--- src/rtl/sram_arbiter_pkg.sv ---
// Shared types for the instruction/data SRAM arbiter.
// Holds FSM/owner encodings, bus widths and starvation default.
package sram_arbiter_pkg;

  localparam int AW             = 32;
  localparam int DW             = 32;
  localparam int STARVE_MAX_DEF = 4;

  typedef enum logic {
    IDLE    = 1'b0,
    RD_RESP = 1'b1
  } state_t;

  typedef enum logic {
    OWN_INST = 1'b0,
    OWN_DATA = 1'b1
  } owner_t;

endpackage

--- src/rtl/sram_arbiter_if.sv ---
// Fetch, load/store and SRAM signals of the arbiter.
// master: core/SRAM side, slave: arbiter side.
interface sram_arbiter_if
  import sram_arbiter_pkg::*;
();

  logic          inst_req;
  logic [AW-1:0] inst_addr;
  logic          inst_ready;
  logic          inst_rvalid;
  logic [DW-1:0] inst_rdata;

  logic          data_req;
  logic          data_wr;
  logic [3:0]    data_wstrb;
  logic [AW-1:0] data_addr;
  logic [DW-1:0] data_wdata;
  logic          data_ready;
  logic          data_rvalid;
  logic [DW-1:0] data_rdata;

  logic          sram_en;
  logic [3:0]    sram_we;
  logic [AW-1:0] sram_addr;
  logic [DW-1:0] sram_wdata;
  logic [DW-1:0] sram_rdata;

  modport master (
    output inst_req, inst_addr,
    input  inst_ready, inst_rvalid, inst_rdata,
    output data_req, data_wr, data_wstrb,
    output data_addr, data_wdata,
    input  data_ready, data_rvalid, data_rdata,
    input  sram_en, sram_we, sram_addr, sram_wdata,
    output sram_rdata
  );

  modport slave (
    input  inst_req, inst_addr,
    output inst_ready, inst_rvalid, inst_rdata,
    input  data_req, data_wr, data_wstrb,
    input  data_addr, data_wdata,
    output data_ready, data_rvalid, data_rdata,
    output sram_en, sram_we, sram_addr, sram_wdata,
    input  sram_rdata
  );

endinterface

--- src/rtl/sram_arb_pick.sv ---
// Winner selection: data first unless inst is starved.
// In: inst_req, data_req, at_max. Out: grant_inst, grant_data.
module sram_arb_pick (
  input  logic inst_req,
  input  logic data_req,
  input  logic at_max,
  output logic grant_inst,
  output logic grant_data
);

  always_comb begin
    grant_inst = inst_req & (~data_req | at_max);
    grant_data = data_req & ~grant_inst;
  end

endmodule

--- src/rtl/sram_arbiter.sv ---
// Arbitrates fetch and load/store onto one single-port SRAM.
// Ports: clk, reset (async high), bus (slave modport).
module sram_arbiter
  import sram_arbiter_pkg::*;
#(
  parameter int STARVE_MAX = STARVE_MAX_DEF
) (
  input logic           clk,
  input logic           reset,
  sram_arbiter_if.slave bus
);

  localparam int CW = $clog2(STARVE_MAX + 1);

  state_t        state, state_nxt;
  owner_t        owner, owner_nxt;
  logic [CW-1:0] starve_cnt, cnt_nxt;
  logic          at_max;
  logic          can_grant;
  logic          grant_inst, grant_data;

  assign at_max    = starve_cnt == CW'(STARVE_MAX);
  assign can_grant = (state == IDLE) & ~reset;

  sram_arb_pick u_pick (
    .inst_req   (bus.inst_req & can_grant),
    .data_req   (bus.data_req & can_grant),
    .at_max     (at_max),
    .grant_inst (grant_inst),
    .grant_data (grant_data)
  );

  always_ff @(posedge clk or posedge reset) begin
    if (reset) begin
      state      <= IDLE;
      owner      <= OWN_INST;
      starve_cnt <= '0;
    end else begin
      state      <= state_nxt;
      owner      <= owner_nxt;
      starve_cnt <= cnt_nxt;
    end
  end

  always_comb begin
    state_nxt       = state;
    owner_nxt       = owner;
    cnt_nxt         = starve_cnt;
    bus.inst_ready  = 1'b0;
    bus.inst_rvalid = 1'b0;
    bus.inst_rdata  = '0;
    bus.data_ready  = 1'b0;
    bus.data_rvalid = 1'b0;
    bus.data_rdata  = '0;
    bus.sram_en     = 1'b0;
    bus.sram_we     = 4'b0;
    bus.sram_addr   = '0;
    bus.sram_wdata  = '0;
    if (!reset) begin
      unique case (state)
        IDLE: begin
          if (grant_inst) begin
            bus.inst_ready = 1'b1;
            bus.sram_en    = 1'b1;
            bus.sram_addr  = bus.inst_addr;
            state_nxt      = RD_RESP;
            owner_nxt      = OWN_INST;
            cnt_nxt        = '0;
          end else if (grant_data) begin
            bus.data_ready = 1'b1;
            bus.sram_en    = 1'b1;
            bus.sram_addr  = bus.data_addr;
            bus.sram_wdata = bus.data_wdata;
            if (bus.data_wr) begin
              bus.sram_we = bus.data_wstrb;
            end else begin
              state_nxt = RD_RESP;
              owner_nxt = OWN_DATA;
            end
            // Only data grants that bypass a waiting fetch count.
            if (!bus.inst_req)
              cnt_nxt = '0;
            else if (!at_max)
              cnt_nxt = starve_cnt + CW'(1);
          end
        end
        RD_RESP: begin
          state_nxt = IDLE;
          if (owner == OWN_INST) begin
            bus.inst_rvalid = 1'b1;
            bus.inst_rdata  = bus.sram_rdata;
          end else begin
            bus.data_rvalid = 1'b1;
            bus.data_rdata  = bus.sram_rdata;
          end
        end
        default: state_nxt = IDLE;
      endcase
    end
  end

endmodule

--- src/flat_wrapper.sv ---
// flat-port wrapper written by rule: the top's interface ports become plain ports
module sram_arbiter_flat import sram_arbiter_pkg::*;
#(
  parameter int STARVE_MAX = STARVE_MAX_DEF
)
  (clk, reset, bus_inst_req, bus_inst_addr, bus_inst_ready, bus_inst_rvalid, bus_inst_rdata, bus_data_req, bus_data_wr, bus_data_wstrb, bus_data_addr, bus_data_wdata, bus_data_ready, bus_data_rvalid, bus_data_rdata, bus_sram_en, bus_sram_we, bus_sram_addr, bus_sram_wdata, bus_sram_rdata);
  sram_arbiter_if bus_i ();
  input logic clk;
  input logic reset;
  input wire logic [$bits(bus_i.inst_req)-1:0] bus_inst_req;
  input wire logic [$bits(bus_i.inst_addr)-1:0] bus_inst_addr;
  output wire logic [$bits(bus_i.inst_ready)-1:0] bus_inst_ready;
  output wire logic [$bits(bus_i.inst_rvalid)-1:0] bus_inst_rvalid;
  output wire logic [$bits(bus_i.inst_rdata)-1:0] bus_inst_rdata;
  input wire logic [$bits(bus_i.data_req)-1:0] bus_data_req;
  input wire logic [$bits(bus_i.data_wr)-1:0] bus_data_wr;
  input wire logic [$bits(bus_i.data_wstrb)-1:0] bus_data_wstrb;
  input wire logic [$bits(bus_i.data_addr)-1:0] bus_data_addr;
  input wire logic [$bits(bus_i.data_wdata)-1:0] bus_data_wdata;
  output wire logic [$bits(bus_i.data_ready)-1:0] bus_data_ready;
  output wire logic [$bits(bus_i.data_rvalid)-1:0] bus_data_rvalid;
  output wire logic [$bits(bus_i.data_rdata)-1:0] bus_data_rdata;
  output wire logic [$bits(bus_i.sram_en)-1:0] bus_sram_en;
  output wire logic [$bits(bus_i.sram_we)-1:0] bus_sram_we;
  output wire logic [$bits(bus_i.sram_addr)-1:0] bus_sram_addr;
  output wire logic [$bits(bus_i.sram_wdata)-1:0] bus_sram_wdata;
  input wire logic [$bits(bus_i.sram_rdata)-1:0] bus_sram_rdata;
  assign bus_i.inst_req = bus_inst_req;
  assign bus_i.inst_addr = bus_inst_addr;
  assign bus_inst_ready = bus_i.inst_ready;
  assign bus_inst_rvalid = bus_i.inst_rvalid;
  assign bus_inst_rdata = bus_i.inst_rdata;
  assign bus_i.data_req = bus_data_req;
  assign bus_i.data_wr = bus_data_wr;
  assign bus_i.data_wstrb = bus_data_wstrb;
  assign bus_i.data_addr = bus_data_addr;
  assign bus_i.data_wdata = bus_data_wdata;
  assign bus_data_ready = bus_i.data_ready;
  assign bus_data_rvalid = bus_i.data_rvalid;
  assign bus_data_rdata = bus_i.data_rdata;
  assign bus_sram_en = bus_i.sram_en;
  assign bus_sram_we = bus_i.sram_we;
  assign bus_sram_addr = bus_i.sram_addr;
  assign bus_sram_wdata = bus_i.sram_wdata;
  assign bus_i.sram_rdata = bus_sram_rdata;
  sram_arbiter #(.STARVE_MAX(STARVE_MAX)) u_core (.clk(clk), .reset(reset), .bus(bus_i));
endmodule
--- config.mk ---
export PLATFORM = sky130hd
export DESIGN_NAME = sram_arbiter_flat
export DESIGN_NICKNAME = d
export VERILOG_FILES = /design/src/rtl/sram_arbiter_pkg.sv /design/src/rtl/sram_arbiter_if.sv /design/src/rtl/sram_arb_pick.sv /design/src/rtl/sram_arbiter.sv /design/src/flat_wrapper.sv
export SDC_FILE = /design/constraint.sdc
export NUM_CORES = 1
export LEC_CHECK = 0
export ABC_AREA = 1
export BUFFER_PORTS_ARGS = -buffer_cell sky130_fd_sc_hd__clkbuf_2
export CORE_AREA = 2 2 107 109
export DETAILED_ROUTE_END_ITERATION = 8
export DIE_AREA = 0 0 109 111
export HOLD_SLACK_MARGIN = 0.03
export SLEW_MARGIN = 20
export SYNTH_ARGS = -nofsm -noshare
export SYNTH_HDL_FRONTEND = slang
export SYNTH_SLANG_ARGS = --single-unit
--- constraint.sdc ---
create_clock -name clk -period 3.27 [get_ports clk]
set_clock_uncertainty 0.15 [all_clocks]
set_input_delay 0.4905 -clock clk [delete_from_list [all_inputs] [get_ports clk]]
set_output_delay 0.4905 -clock clk [all_outputs]
set_load 0.05 [all_outputs]
==> impl_results.md, run 1 <==
- Highest clock rate: about 360 MHz
- Total Neg Setup Slack: 0 ns
- EDFF count, synth: 0
- Clk slew on worst S/H paths: around 0.03 ns
- Critical R2R Launch: u_core.starve_cnt[0]
- Finish-stage setup viols: 0
- Most frequent CP cell: nand2_1
- Clk sinks: 5
- Placed Cells: between 700 and 800
- CP Data Arrival Time: roughly 2.1 ns
- Slew of the pin with the lowest slew margin: 0.6073 ns
- Ports: 274
- Initial antenna violation count: 2
- RePlAce Congestion: between 0.7 and 0.8
- Port bufs: ~270
- DRT Pass-1 Iters: 4
- MaxCap Viol Count: 0
- CP Data Required Time: 2.63 ns
- Pins Over Slew Limit: 0
- Sequential area share after synthesis: 8.258%
- Library cells used by synthesis: 19
- Die area: ~12000 sq um
- Register Area: approximately 130 sq um
- Peak fanout along the critical path: 34
- Slowest stage delay, CP: approximately 0.46 ns
- Share of Yosys cell area claimed by the top area cell type: roughly a quarter
- Die Y: 111 microns
- Ant diodes: 0
- PwrDens: just over 300 nW/um^2
- Via count: between 2000 and 3000
- Worst skew pair latency: between 0.2 and 0.25 ns
- Final WL: between 8000 and 9000 microns
- Leak: 2.281 nW
- Fin crit period: approximately 2.8 ns
- ANT nets after route: 0
- Reg2reg setup slack: approximately 1.5 ns
- Footprint of the multi-input gates: 980.9 sq um
- DR vias/cell: ~3.9
- CTS tree: yes
- Dominant synthesized flop cell: dfrtp_1
- Overall global routing resource usage: 12.70%
- First-pass GRT wire length: ~12000 microns
- Max VDD drop: 0.1271 mV
- Largest net degree at the start of global routing: 38
- Synthesized flop and latch total: 5
- Final Cycle Share: 84.31%
- Max transition margin: 59.45%
- Critical path's slowest cell: inv_2
- Cell type with the largest total area after synthesis: nor2_1
- Kind of critical path: register to output port
- YS warnings: 0
- Global route overflow: 0
- Largest cells by area after synthesis: nor2_1, nand2_1, inv_1
- DRC violation count after routing: 0
- Initial Util: 13.68%
- Leading cell type in the layout, fill and taps excluded: clkbuf_2
- Status: completed
- Cell area after synthesis: roughly 1500 sq um
- CTS Hold Bufs: 0
- Layout area overhead: 101.3%
- Root buffer cell: clkbuf_16
- RSZ-0062 raised after global routing: false
- Core area: 11080 sq um
- CTS Buf Count: 3
- Final Non-Filler Cells: 734
- Asr flop ratio synth: 100.0%
- Vias in the first global route: 2424
- Crit end category: output port
- Fillcell total: ~1300
- RR Endpoint: u_core.owner
- Startpoint Class: register
- # Post-CTS Setup Buffers: 0
- Die X: 109 microns
- Syn Inst Count: around 330
- Final HPWL DP: roughly 7500 microns
- Critical Path, Cell by Cell: inv_1 -> ha_1 -> nand2_1 -> nand2_1 -> nand3_4 -> inv_2 -> nand2_1 -> nand2_1 -> clkbuf_2
- Clock tree buffer depth: 2
- H-tree Lvls: 1
- Final hold violation count: 0
- Synth Net Count: 467
- Post-cts sizing count: 0
- WL per Instance: approximately 12 microns
- Reg2reg path depth: 7
- Rows: 39
- HP Class: primary input to asynchronous set/reset pin
- Layout cells sized above 1: between 40% and 50%
- Most frequent cells in the layout: clkbuf_2, nor2_1, nand2_1, inv_1, nand3_1
- Fin nets: approximately 730
- DRT iter0 DRCs: between 100 and 150
- Avg Inst Size Synth: approximately 4.6 sq um
## layout make-up
type	count	share of cell area [%]
clock buffers	4	2.584
inverters	77	9.516
multi-input cells	228	32.16
flip-flops and latches	5	4.102
well taps	143	5.865
repair buffers	277	45.78
## synth_stat cells, types with 2 or more instances
cell type,n
buf_2,11
buf_4,4
buf_6,3
dfrtp_1,5
ha_1,2
inv_1,75
nand2_1,79
nand3_1,36
nor2_1,94
nor2_2,8
o211ai_1,2
o21ai_0,2
## per-stage QoR
stage	hold WS (ns)	total power, mW	util (%)	worst slack, ns	cell area, sq um
final	0.06705	0.9325	27.54	0.5131	3050
after floorplan	0.1351	0.5478	-	0.9142	1515
after global placement	0.3003	0.7401	26.83	0.7383	2972
after global routing	0.09626	0.9927	27.54	0.3568	3050
after detailed placement	0.3053	0.7404	26.83	0.7289	2972
after CTS	0.07051	0.9440	27.54	0.4818	3050
## per-layer routing
layer / up-vias / global-route usage, % / wire, microns / part of all wire, %
met4: 4 / 1.795 / 27 / 0.32
met5: - / 0 / 33 / 0.39
li1: 1464 / - / - / -
met2: 172 / 24.76 / 4200 / 50
met3: 6 / 3.469 / 948 / 11
met1: 1182 / 13.48 / 3254 / 38
## how the worst max path moves through the flow
stage,startpoint,endpoint,slack (ns),cells after the start
4_1_cts,u_core.starve_cnt[0],bus_sram_addr[30],0.48,9
3_3_place_gp,reset,bus_sram_addr[30],0.74,7
2_1_floorplan,u_core.starve_cnt[0],bus_sram_wdata[14],0.91,8
6_report,u_core.starve_cnt[0],bus_sram_addr[26],0.51,9
3_5_place_dp,u_core.starve_cnt[0],bus_sram_addr[30],0.73,9
5_1_grt,u_core.starve_cnt[0],bus_sram_addr[26],0.36,9
## critical path, delay by kind of cell (launching register included)
kind	cells	cell delay, ns
DFF	1	0.38
and+or+nand+nor	5	0.50
buffers and inverters	3	0.83
adders and majority gates	1	0.15
## power by group
part	total (mW)	leakage, nW	internal, mW	switching (mW)
sequential	0.0792	0.0648	0.0715	0.00772
clock	0.198	0.0382	0.161	0.0372
combinational	0.655	2.18	0.160	0.495
total	0.932	2.28	0.393	0.539
## logic make-up after synthesis
| family | share of synthesized area, % |
|---|---|
| adder cells (fa/ha/maj) | 1.651 |
| buffers and inverters | 27.00 |
| AND/OR/NAND/NOR | 61.11 |
| AO/OA/AOI/OAI | 1.981 |
| flip-flops | 8.258 |
## registers in the layout, summed over array words and instances (netlist names)
name	cells
u_core.starve_cnt	3
u_core.owner	1
u_core.state	1
Note: power is estimated with default switching activity, not from simulation.
==> run 2: changes to the inputs <==
--- a/config.mk
+++ b/config.mk
@@ -5,7 +5,7 @@
 export SDC_FILE = /design/constraint.sdc
 export NUM_CORES = 1
 export LEC_CHECK = 0
-export ABC_AREA = 1
+export ABC_AREA = 0
 export BUFFER_PORTS_ARGS = -buffer_cell sky130_fd_sc_hd__clkbuf_2
 export CORE_AREA = 2 2 107 109
 export DETAILED_ROUTE_END_ITERATION = 8
==> constraint.sdc (replaced) <==
create_clock -name clk -period 2.6 [get_ports clk]
set_clock_uncertainty 0.15 [all_clocks]
set_input_delay 0.39 -clock clk [delete_from_list [all_inputs] [get_ports clk]]
set_output_delay 0.39 -clock clk [all_outputs]
set_load 0.05 [all_outputs]
==> impl_results.md, run 2 <==
- Status: completed
- Net Sw Power: 0.8302 mW
- Synth Net Count: 320
- CTS Buf Count: 3
- Final HPWL DP: between 7000 and 8000 microns
- Die area: approximately 12000 sq um
- CP Data Required Time: between 2 and 2.5 ns
- Leading cell type in the layout, fill and taps excluded: clkbuf_2
- Syn Inst Count: ~180
- Largest regs: u_core.starve_cnt (3), u_core.owner (1), u_core.state (1)
- Clock power frac: 17.7%
- Dpl cell area: around 3000 sq um
- Internal: about 0.65 mW
- DRC violation count after routing: 0
- Port bufs: 273
- Die Y: 111 microns
- Placed Cells: 590
- Leak: around 1.9 nW
- Reg2reg path depth: 6
- Root buffer cell: clkbuf_16
- Max VDD drop: roughly 0.17 mV
- Count leader, synth: and2_1
- Critical R2R Launch: u_core.starve_cnt[0]
- Fin nets: just under 600
- Sequential area share after synthesis: under 10%
- Asr flop ratio synth: between 90% and 100%
- Critical Path End: bus_sram_addr[17]
- EDFF count, synth: 0
- CTS tree: yes
- Largest net degree at the start of global routing: 34
- Post-synthesis compound-gate area fraction: 26.71%
- DR vias/cell: approximately 4.0
- ANT nets after route: 0
- Dominant synthesized flop cell: dfrtp_1
- Pins Over Slew Limit: 0
- PwrDens: between 400 and 500 nW/um^2
- Post-synthesis adder-cell area fraction: under 10%
- # Post-CTS Setup Buffers: 0
- Mux share of post-synthesis cell area: less than 1%
- Largest family of logic cells by synthesized area: simple AND/OR/NAND/NOR gates
- Simple-gate share of the synthesized area: 52.66%
- Sequential share of power: under 10%
- Via count: roughly 2400
- Number of flip-flops in the largest register: 3
- Cell area after layout: around 3100 sq um
- Post-synth top cells: and2_1, a22o_1, clkbuf_1, a22o_2, inv_1
- Layout cells sized above 1: 65.49%
- Synthesized flop and latch total: 5
- Die X: around 110 microns
- Vias in the first global route: approximately 2200
- Largest reg by FF count: u_core.starve_cnt
- CP Data Arrival Time: between 1.5 and 2 ns
- Peak fanout along the critical path: 24
- Library cells used by synthesis: 24
- RR Endpoint: u_core.state
- Total Neg Setup Slack: 0 ns
- Core Util, Final: between 20% and 30%
- Worst skew pair latency: between 0.2 and 0.25 ns
- Gate power share: approximately three quarters
- CP startpoint: u_core.starve_cnt[0]
- H-tree Lvls: 1
- Clk slew on worst S/H paths: ~0.040 ns
- Clk sinks: 5
- Startpoint Class: register
- M3 GR Usage: under 10%
- Final Non-Filler Cells: just under 600
- Largest cells by area after synthesis: and2_1, a22o_1, dfrtp_1
- Layout area overhead: 138.9%
- YS warnings: 0
- Final hold slack: 0.3063 ns
- Initial Util: 11.88%
- Xor-xnor portion of the synthesized cell area: 0%
- Sw frac: around 56%
- Initial antenna violation count: 0
- Share of Yosys cell area claimed by the top area cell type: between 40 and 50%
- RePlAce Congestion: about 0.78
- Core area: 11080 sq um
- Most frequent cells in the layout: clkbuf_2, and2_1, a22o_1, buf_4, clkbuf_4
- Met1 global-route usage: between 10% and 20%
- Rows: 39
- Highest clock rate: between 300 and 400 MHz
- HP Class: primary input to register
- Global route overflow: 0
- Finish-stage setup viols: 0
- Ports: 274
- Avg Inst Size Synth: ~7.3 sq um
- Fin crit period: around 2.5 ns
- Slew of the pin with the lowest slew margin: approximately 0.49 ns
- Max transition margin: between 60% and 70%
- Final hold violation count: 0
- Fillcell total: 1242
- Routing usage on met2: ~30%
- WL per Instance: 14.35 microns
- Final WL: roughly 8500 microns
- Clock tree buffer depth: 2
- Ant diodes: 0
- Final Cycle Share: between 90% and 100%
- DRT Pass-1 Iters: 6
- Cell type with the largest total area after synthesis: and2_1
- Reg2reg setup slack: 0.89 ns
- Crit end category: output port
- Overall global routing resource usage: between 10 and 15%
- Grt peak-use layer: met2
- RSZ-0062 raised after global routing: true
- Kind of critical path: register to output port
- DRT iter0 DRCs: between 70 and 80
- Cell area after synthesis: 1316 sq um
- First-pass GRT wire length: 12090 microns
- MaxCap Viol Count: 0
-- run 2: cell count changes after synthesis, sizes merged, moves of 2 or more --
| cell | previous run | this run |
|---|---|---|
| a22o | 0 | 32 |
| o211ai | 2 | 0 |
| o21ai | 2 | 0 |
| nand2 | 81 | 3 |
| and2 | 0 | 96 |
| o22ai | 0 | 2 |
| buf | 18 | 5 |
| nor2 | 103 | 2 |
| inv | 76 | 7 |
| clkbuf | 0 | 11 |
| and3 | 0 | 6 |
| nand3 | 37 | 0 |
-- run 2: metrics by stage --
stage / worst slack [ns] / total power [mW]
detailed placement: 0.2122 / 1.203
floorplan: 0.05877 / 0.8371
finish: 0.08195 / 1.478
global route: -0.02453 / 1.553
CTS: 0.0001010 / 1.482
global placement: 0.2351 / 1.198
-- run 2: layout make-up --
class / count / area (sq um) / share of cell area (%)
Clock buffer: 4 / 78.83 / 2.507
Inverter: 7 / 26.28 / 0.8357
Multi-Input combinational cell: 153 / 1087 / 34.58
Sequential cell: 5 / 125.1 / 3.979
Tap cell: 143 / 178.9 / 5.690
Timing Repair Buffer: 283 / 1648 / 52.41
-- run 2: cell families (layout without fill, tap and decap cells) --
logic type | Yosys count | in the layout
AO/OA/AOI/OAI | 38 | 38
adder cells (fa/ha/maj) | 2 | 2
buffers and inverters | 23 | 294
flip-flops | 5 | 5
multiplexers | 1 | 1
AND/OR/NAND/NOR | 112 | 112
-- run 2: worst min path at each step --
| stage | slack [ns] | cells after the start | from | to |
|---|---|---|---|---|
| 2_1_floorplan | 0.03 | 1 | reset | u_core.owner |
| 3_3_place_gp | 0.24 | 2 | reset | u_core.state |
| 3_5_place_dp | 0.25 | 2 | reset | u_core.state |
| 4_1_cts | 0.30 | 3 | bus_inst_req | u_core.starve_cnt[2] |
| 5_1_grt | 0.35 | 3 | bus_inst_req | u_core.starve_cnt[2] |
| 6_report | 0.31 | 3 | bus_inst_req | u_core.starve_cnt[2] |
-- run 2: power groups by stage --
stage | Combinational [mW] | Sequential, mW | Clock [mW]
floorplan | 0.731 | 0.107 | 0
global placement | 1.09 | 0.105 | 0
detailed placement | 1.10 | 0.106 | 0
CTS | 1.11 | 0.105 | 0.268
global route | 1.17 | 0.107 | 0.273
finish | 1.11 | 0.104 | 0.262
-- run 2: what timing repair did --
action	4_1_cts	5_1_grt
pin swaps	0	1
hold endpoints to repair	5	0
hold buffers	1	0
gates resized for setup	15	42
setup endpoints to repair	15	59
-- run 2: layer usage --
layer | vias up | wire, microns
met3 | 5 | 804
li1 | 1159 | -
met5 | - | 0
met2 | 158 | 5153
met1 | 1038 | 2495
met4 | 0 | 83
-- run 2: critical path, stage by stage (launching register included) --
cell	delay, ns
dfrtp_1	0.37
inv_1	0.09
ha_1	0.19
nand2_2	0.09
a2111oi_4	0.40
buf_12	0.22
a22o_1	0.22
buf_12	0.15
